===== config.mk =====
export PLATFORM = sky130hd
export DESIGN_NAME = bcd_countdown_timer
export DESIGN_NICKNAME = d
export VERILOG_FILES = /design/src/rtl/bcd_timer_pkg.sv /design/src/rtl/bcd_digit_down.sv /design/src/rtl/bcd_countdown_timer.sv
export SDC_FILE = /design/constraint.sdc
export NUM_CORES = 1
export LEC_CHECK = 0
export ABC_AREA = 0
export BUFFER_PORTS_ARGS = -buffer_cell sky130_fd_sc_hd__clkbuf_2
export CAP_MARGIN = 25
export CORE_UTILIZATION = 36
export DETAILED_ROUTE_END_ITERATION = 10
export PLACE_DENSITY = 0.67
export REMOVE_ABC_BUFFERS = 1
export SYNTH_ARGS = -nofsm -noshare
export SYNTH_HDL_FRONTEND = slang
export SYNTH_SLANG_ARGS = --single-unit
export TNS_END_PERCENT = 5

===== constraint.sdc =====
create_clock -name clk -period 1.9 [get_ports clk]
set_input_delay 0.38 -clock clk [delete_from_list [all_inputs] [get_ports clk]]
set_output_delay 0.38 -clock clk [all_outputs]
set_load 0.02 [all_outputs]

===== src/rtl/bcd_timer_pkg.sv =====
// Shared types and helpers for the BCD countdown timer.
package bcd_timer_pkg;

  typedef enum logic [1:0] {
    IDLE = 2'd0,
    RUN  = 2'd1,
    HOLD = 2'd2
  } state_t;

  localparam logic [3:0] BCD_MAX  = 4'd9;
  localparam logic [3:0] BCD_ZERO = 4'd0;

  // Out-of-range BCD digits saturate to 9.
  function automatic logic [3:0] bcd_clamp(input logic [3:0] d);
    return (d > BCD_MAX) ? BCD_MAX : d;
  endfunction

endpackage


===== src/rtl/bcd_digit_down.sv =====
// One BCD digit of the down-counter: load, decrement with 0 -> 9 wrap and borrow.
module bcd_digit_down
  import bcd_timer_pkg::*;
(
  input  logic       clk,
  input  logic       rst_n,
  input  logic       load,
  input  logic [3:0] din,
  input  logic       dec,
  output logic [3:0] dout,
  output logic       borrow_out,
  output logic       is_zero
);

  always_ff @(posedge clk or negedge rst_n) begin
    if (!rst_n) begin
      dout <= BCD_ZERO;
    end else if (load) begin
      dout <= din;
    end else if (dec) begin
      dout <= (dout == BCD_ZERO) ? BCD_MAX : dout - 4'd1;
    end
  end

  assign is_zero    = (dout == BCD_ZERO);
  assign borrow_out = dec & is_zero;

endmodule


===== src/rtl/bcd_countdown_timer.sv =====
// Multi-digit BCD countdown timer with IDLE/RUN/HOLD control and done/load_err pulses.
// Optional auto-reload on terminal count: define BCD_TIMER_AUTORELOAD_EN.
module bcd_countdown_timer
  import bcd_timer_pkg::*;
#(
  parameter int DIGITS = 2
) (
  input  logic                clk,
  input  logic                rst_n,
  input  logic                load,
  input  logic [4*DIGITS-1:0] load_val,
  input  logic                start,
  input  logic                pause,
  input  logic                tick,
  output logic [4*DIGITS-1:0] q,
  output logic                busy,
  output logic                done,
  output logic                load_err,
  output logic [1:0]          dbg_state
);

  state_t state, state_nx;
  logic done_nx, err_nx;

  logic [DIGITS-1:0]   dig_dec, dig_borrow, dig_zero;
  logic [4*DIGITS-1:0] clamped, dig_din;
  logic                dig_load, dec_en, at_zero, upper_zero, will_zero, do_reload, any_bad;
  logic                borrow_unused;

  always_comb begin
    clamped = '0;
    any_bad = 1'b0;
    for (int i = 0; i < DIGITS; i++) begin
      clamped[4*i +: 4] = bcd_clamp(load_val[4*i +: 4]);
      if (load_val[4*i +: 4] > BCD_MAX) any_bad = 1'b1;
    end
  end

  // Decrement only in RUN when no higher-priority control is present.
  assign dec_en  = (state == RUN) && tick && !load && !pause;
  assign at_zero = &dig_zero;

  always_comb begin
    upper_zero = 1'b1;
    for (int i = 1; i < DIGITS; i++) upper_zero = upper_zero & dig_zero[i];
  end

  // The decrement about to happen lands on zero exactly when q == 1.
  assign will_zero = dec_en && (q[3:0] == 4'd1) && upper_zero;

`ifdef BCD_TIMER_AUTORELOAD_EN
  logic [4*DIGITS-1:0] reload_q;

  always_ff @(posedge clk or negedge rst_n) begin
    if (!rst_n) reload_q <= '0;
    else if (load) reload_q <= clamped;
  end

  assign do_reload = will_zero && (|reload_q);
  assign dig_din   = load ? clamped : reload_q;
`else
  assign do_reload = 1'b0;
  assign dig_din   = clamped;
`endif

  assign dig_load = load | do_reload;

  for (genvar i = 0; i < DIGITS; i++) begin : g_digit
    if (i == 0) begin : g_lsd
      assign dig_dec[i] = dec_en;
    end else begin : g_upper
      assign dig_dec[i] = dec_en & dig_borrow[i-1];
    end

    bcd_digit_down u_digit (
      .clk        (clk),
      .rst_n      (rst_n),
      .load       (dig_load),
      .din        (dig_din[4*i +: 4]),
      .dec        (dig_dec[i]),
      .dout       (q[4*i +: 4]),
      .borrow_out (dig_borrow[i]),
      .is_zero    (dig_zero[i])
    );
  end

  // Borrow out of the top digit can never fire: RUN leaves at zero.
  assign borrow_unused = dig_borrow[DIGITS-1];

  always_comb begin
    state_nx = state;
    done_nx  = 1'b0;
    err_nx   = 1'b0;
    if (load) begin
      state_nx = IDLE;
      err_nx   = any_bad;
    end else begin
      case (state)
        IDLE: begin
          if (start) begin
            if (at_zero) done_nx  = 1'b1;
            else         state_nx = RUN;
          end
        end
        RUN: begin
          if (pause) begin
            state_nx = HOLD;
          end else if (will_zero) begin
            done_nx = 1'b1;
            if (!do_reload) state_nx = IDLE;
          end
        end
        HOLD: begin
          if (start) state_nx = RUN;
        end
        default: state_nx = IDLE;
      endcase
    end
  end

  always_ff @(posedge clk or negedge rst_n) begin
    if (!rst_n) begin
      state    <= IDLE;
      done     <= 1'b0;
      load_err <= 1'b0;
      busy     <= 1'b0;
    end else begin
      state    <= state_nx;
      done     <= done_nx;
      load_err <= err_nx;
      busy     <= (state_nx != IDLE);
    end
  end

  assign dbg_state = state;

endmodule


==> metrics.txt <==
register area share after synthesis 0.460; CP Buf/Inv Count 0; Iter 0 DRT Violations 16; ANT nets after route 0; Slew Limit Headroom 0.744; die area ~2100 µm²; HPWL Detailed around 1300 µm; Clk pwr share 0.239; DR DRC count 0; CTS sink cnt 13; post-synthesis cell type count 29; share of layout cells above drive strength 1 0.405; Die Ht 46.3 µm; Setup CP Type register to register; H-tree level count 1; Power Dens Cells between 700 and 800 nW/µm²; status finished, violations left; # IOs 27; pins over their slew limit 0; # Max-Cap Violations 0; worst slew pin tran between 0.3 and 0.4 ns; port bufs 26; worst hold-check path type input pin to register; Switching Fraction 0.315; Worst path max stage delay between 0.5 and 0.6 ns; Post-Syn Instances 74; final setup violation count 2; violated checks setup timing; fin crit period around 2.0 ns; Max Freq between 400 and 500 MHz; initial antenna violation count 0; Worst VDD drop just under 0.0004 V; Syn. warnings 0; gr usage total 0.180; Flop pwr share 0.467; Final GP Congestion roughly 0.77; Clock Path Buffers 2; die width ~46 µm; final worst path period share 1.06; Pleak ~0.46 nW; Net count, final roughly 130; Setup WS post-layout -0.112 ns; Required @ worst endpoint approximately 2.1 ns; first-pass GRT wire length between 2000 and 3000 µm; Critical Path Source Type register; wire length per cell about 12 µm; RSZ-0062 raised after global routing true; Root Driver clkbuf_4; total gr overflow 0; Setup Fix Bufs, Post-CTS 0; Layout Skew roughly 0.0066 ns; largest net degree at the start of global routing 16; initial core utilization 0.396; Final Hold Fails 0; area grow syn2layout 40.2%; Antenna diodes 0; critical path's slowest cell or4_4; Core ar. between 1500 and 2000 µm²; Worst Path Arrival around 2.2 ns; total CTS buffers 3; clk slew on worst S/H paths about 0.080 ns; via count between 700 and 800; most used cell, CP or4_4; Finished Cell Area 991 µm²; Pint around 0.48 mW; Vias/cell roughly 5.0; Sw Pwr between 0.2 and 0.25 mW; crit path capture type register; WHS about 0.34 ns; dpl cell area 955 µm²; Max FO, Critical Path 2; first drt pass iteration count 4; Mean Syn Cell Area about 9.6 µm²; combinational share of power 0.294; drt total wl 1650 µm; vias in the first global route around 660; CTS tree built; # rows 15; flops & latches, synth 13; Clock Latency Late Sink 0.27 ns; critical-path cell list or4_4, or4_4, a221o_1, or2_1; Post-Syn Area 707 µm²; largest delay contributor family on the critical path simple AND/OR/NAND/NOR gates
==> state kept, by name (all words and copies together) (netlist names) <==
signal	flops
load_err	1
dbg_state	2
done	1
g_digit.u_digit.dout	8
busy	1
==> logic make-up (layout without fill, tap and decap cells) <==
family                    after synthesis  after routing  share of synthesized area
buffers and inverters                   4             46                     0.0212
muxes                                   1              1                     0.0142
AOI/OAI and AO/OA                      19             19                      0.182
xor gates and xnor gates                1              1                     0.0124
DFF                                    13             13                      0.460
and+or+nand+nor                        36             36                      0.310
==> layout by cell type, fill, tap and decap left out, types with 2 or more instances in the layout <==
master	count
clkbuf_4	3
o31a_1	2
or4_4	2
o21ai_0	5
a21oi_1	4
nor4_1	2
nor3b_1	2
a31oi_1	2
buf_4	12
nand3b_1	5
nand2_1	7
inv_1	3
dfrtp_1	13
nor2_1	7
clkbuf_2	26
nand2b_1	2
nor3_1	2
==> final cells by class <==
class	count	area [µm²]
fill	174	792
multi-input combinational	57	367
sequential	13	325
timing repair buffer	39	230
tap	25	31.3
clock buffer	4	26.3
inverter	3	11.3
==> stage by stage <==
stage / utilization / setup WS, ns / instances / TNS (ns) / total power [mW]
global route: 0.556 / -0.176 / 141 / -0.242 / 0.748
detailed placement: 0.535 / -0.110 / 136 / -0.135 / 0.536
finish: 0.556 / -0.112 / 141 / -0.125 / 0.698
global placement: 0.535 / -0.0858 / 136 / -0.0971 / 0.533
CTS: 0.556 / -0.124 / 141 / -0.137 / 0.708
floorplan: - / -0.211 / 73 / -0.220 / 0.440
==> layer usage <==
| layer | vias to the layer above | track usage | part of all wire |
|---|---|---|---|
| met1 | 325 | 0.219 | 0.46 |
| met2 | 21 | 0.314 | 0.49 |
| met3 | 0 | 0.0275 | 0.049 |
| met4 | 0 | 0.0706 | 0 |
| li1 | 365 | - | - |
| met5 | - | 0 | 0 |
==> Yosys cell counts <==
master	count	area [µm²]
or3b_2	1	8.76
nand2b_1	2	12.5
a31oi_1	2	12.5
o21a_1	1	7.51
nand3_1	1	5.00
a21oi_1	4	20.0
o31a_2	1	10.0
a32oi_1	1	8.76
or2_1	1	6.26
xor2_1	1	8.76
o21ai_0	5	25.0
nor4b_2	1	15.0
nor2b_1	1	6.26
nand4_1	1	6.26
mux2i_1	1	10.0
or4_2	1	8.76
a221o_1	1	10.0
nand2_1	7	26.3
clkbuf_1	1	3.75
nor2_1	7	26.3
inv_1	3	11.3
nor3b_1	2	15.0
dfrtp_1	13	325
nand3b_1	5	37.5
nor4_1	2	12.5
o311ai_0	2	17.5
o31a_1	2	17.5
or4_4	2	22.5
nor3_1	2	10.0
==> timing repair <==
action                     in CTS  in global routing
hold endpoints to repair        6                  0
hold buffers                    1                  0
setup endpoints to repair       2                  2
pin swaps                       1                  0
gates resized for setup         1                  0
==> worst paths after layout <==
path | startpoint | depth (start not counted) | to | slack (ns)
max | g_digit[1].u_digit.dout[1]$_DFFE_PN0P_ | 4 | busy$_DFF_PN0_ | -0.11
min | load_val[1] | 3 | g_digit[0].u_digit.dout[1]$_DFFE_PN0P_ | 0.34
max reg2reg | g_digit[1].u_digit.dout[1]$_DFFE_PN0P_ | 4 | busy$_DFF_PN0_ | -0.11
min reg2reg | dbg_state[1]$_DFF_PN0_ | 2 | done$_DFF_PN0_ | 0.58
max in group asynchronous | rst_n | 2 | g_digit[1].u_digit.dout[1]$_DFFE_PN0P_ | 1.12
min in group asynchronous | rst_n | 2 | done$_DFF_PN0_ | 0.53
==> power groups by stage <==
stage | sequential (mW) | combinational, mW | clock [mW]
after CTS | 0.326 | 0.207 | 0.174
after global routing | 0.330 | 0.226 | 0.191
after global placement | 0.330 | 0.203 | 0
after detailed placement | 0.332 | 0.204 | 0
after floorplan | 0.372 | 0.0675 | 0
final | 0.326 | 0.205 | 0.166
==> worst min-delay path, cell delays in order <==
cell and delay [ns]:
clkbuf_2 0.09, a32oi_1 0.05, o21ai_0 0.06
(Power assumes the default switching activity.)
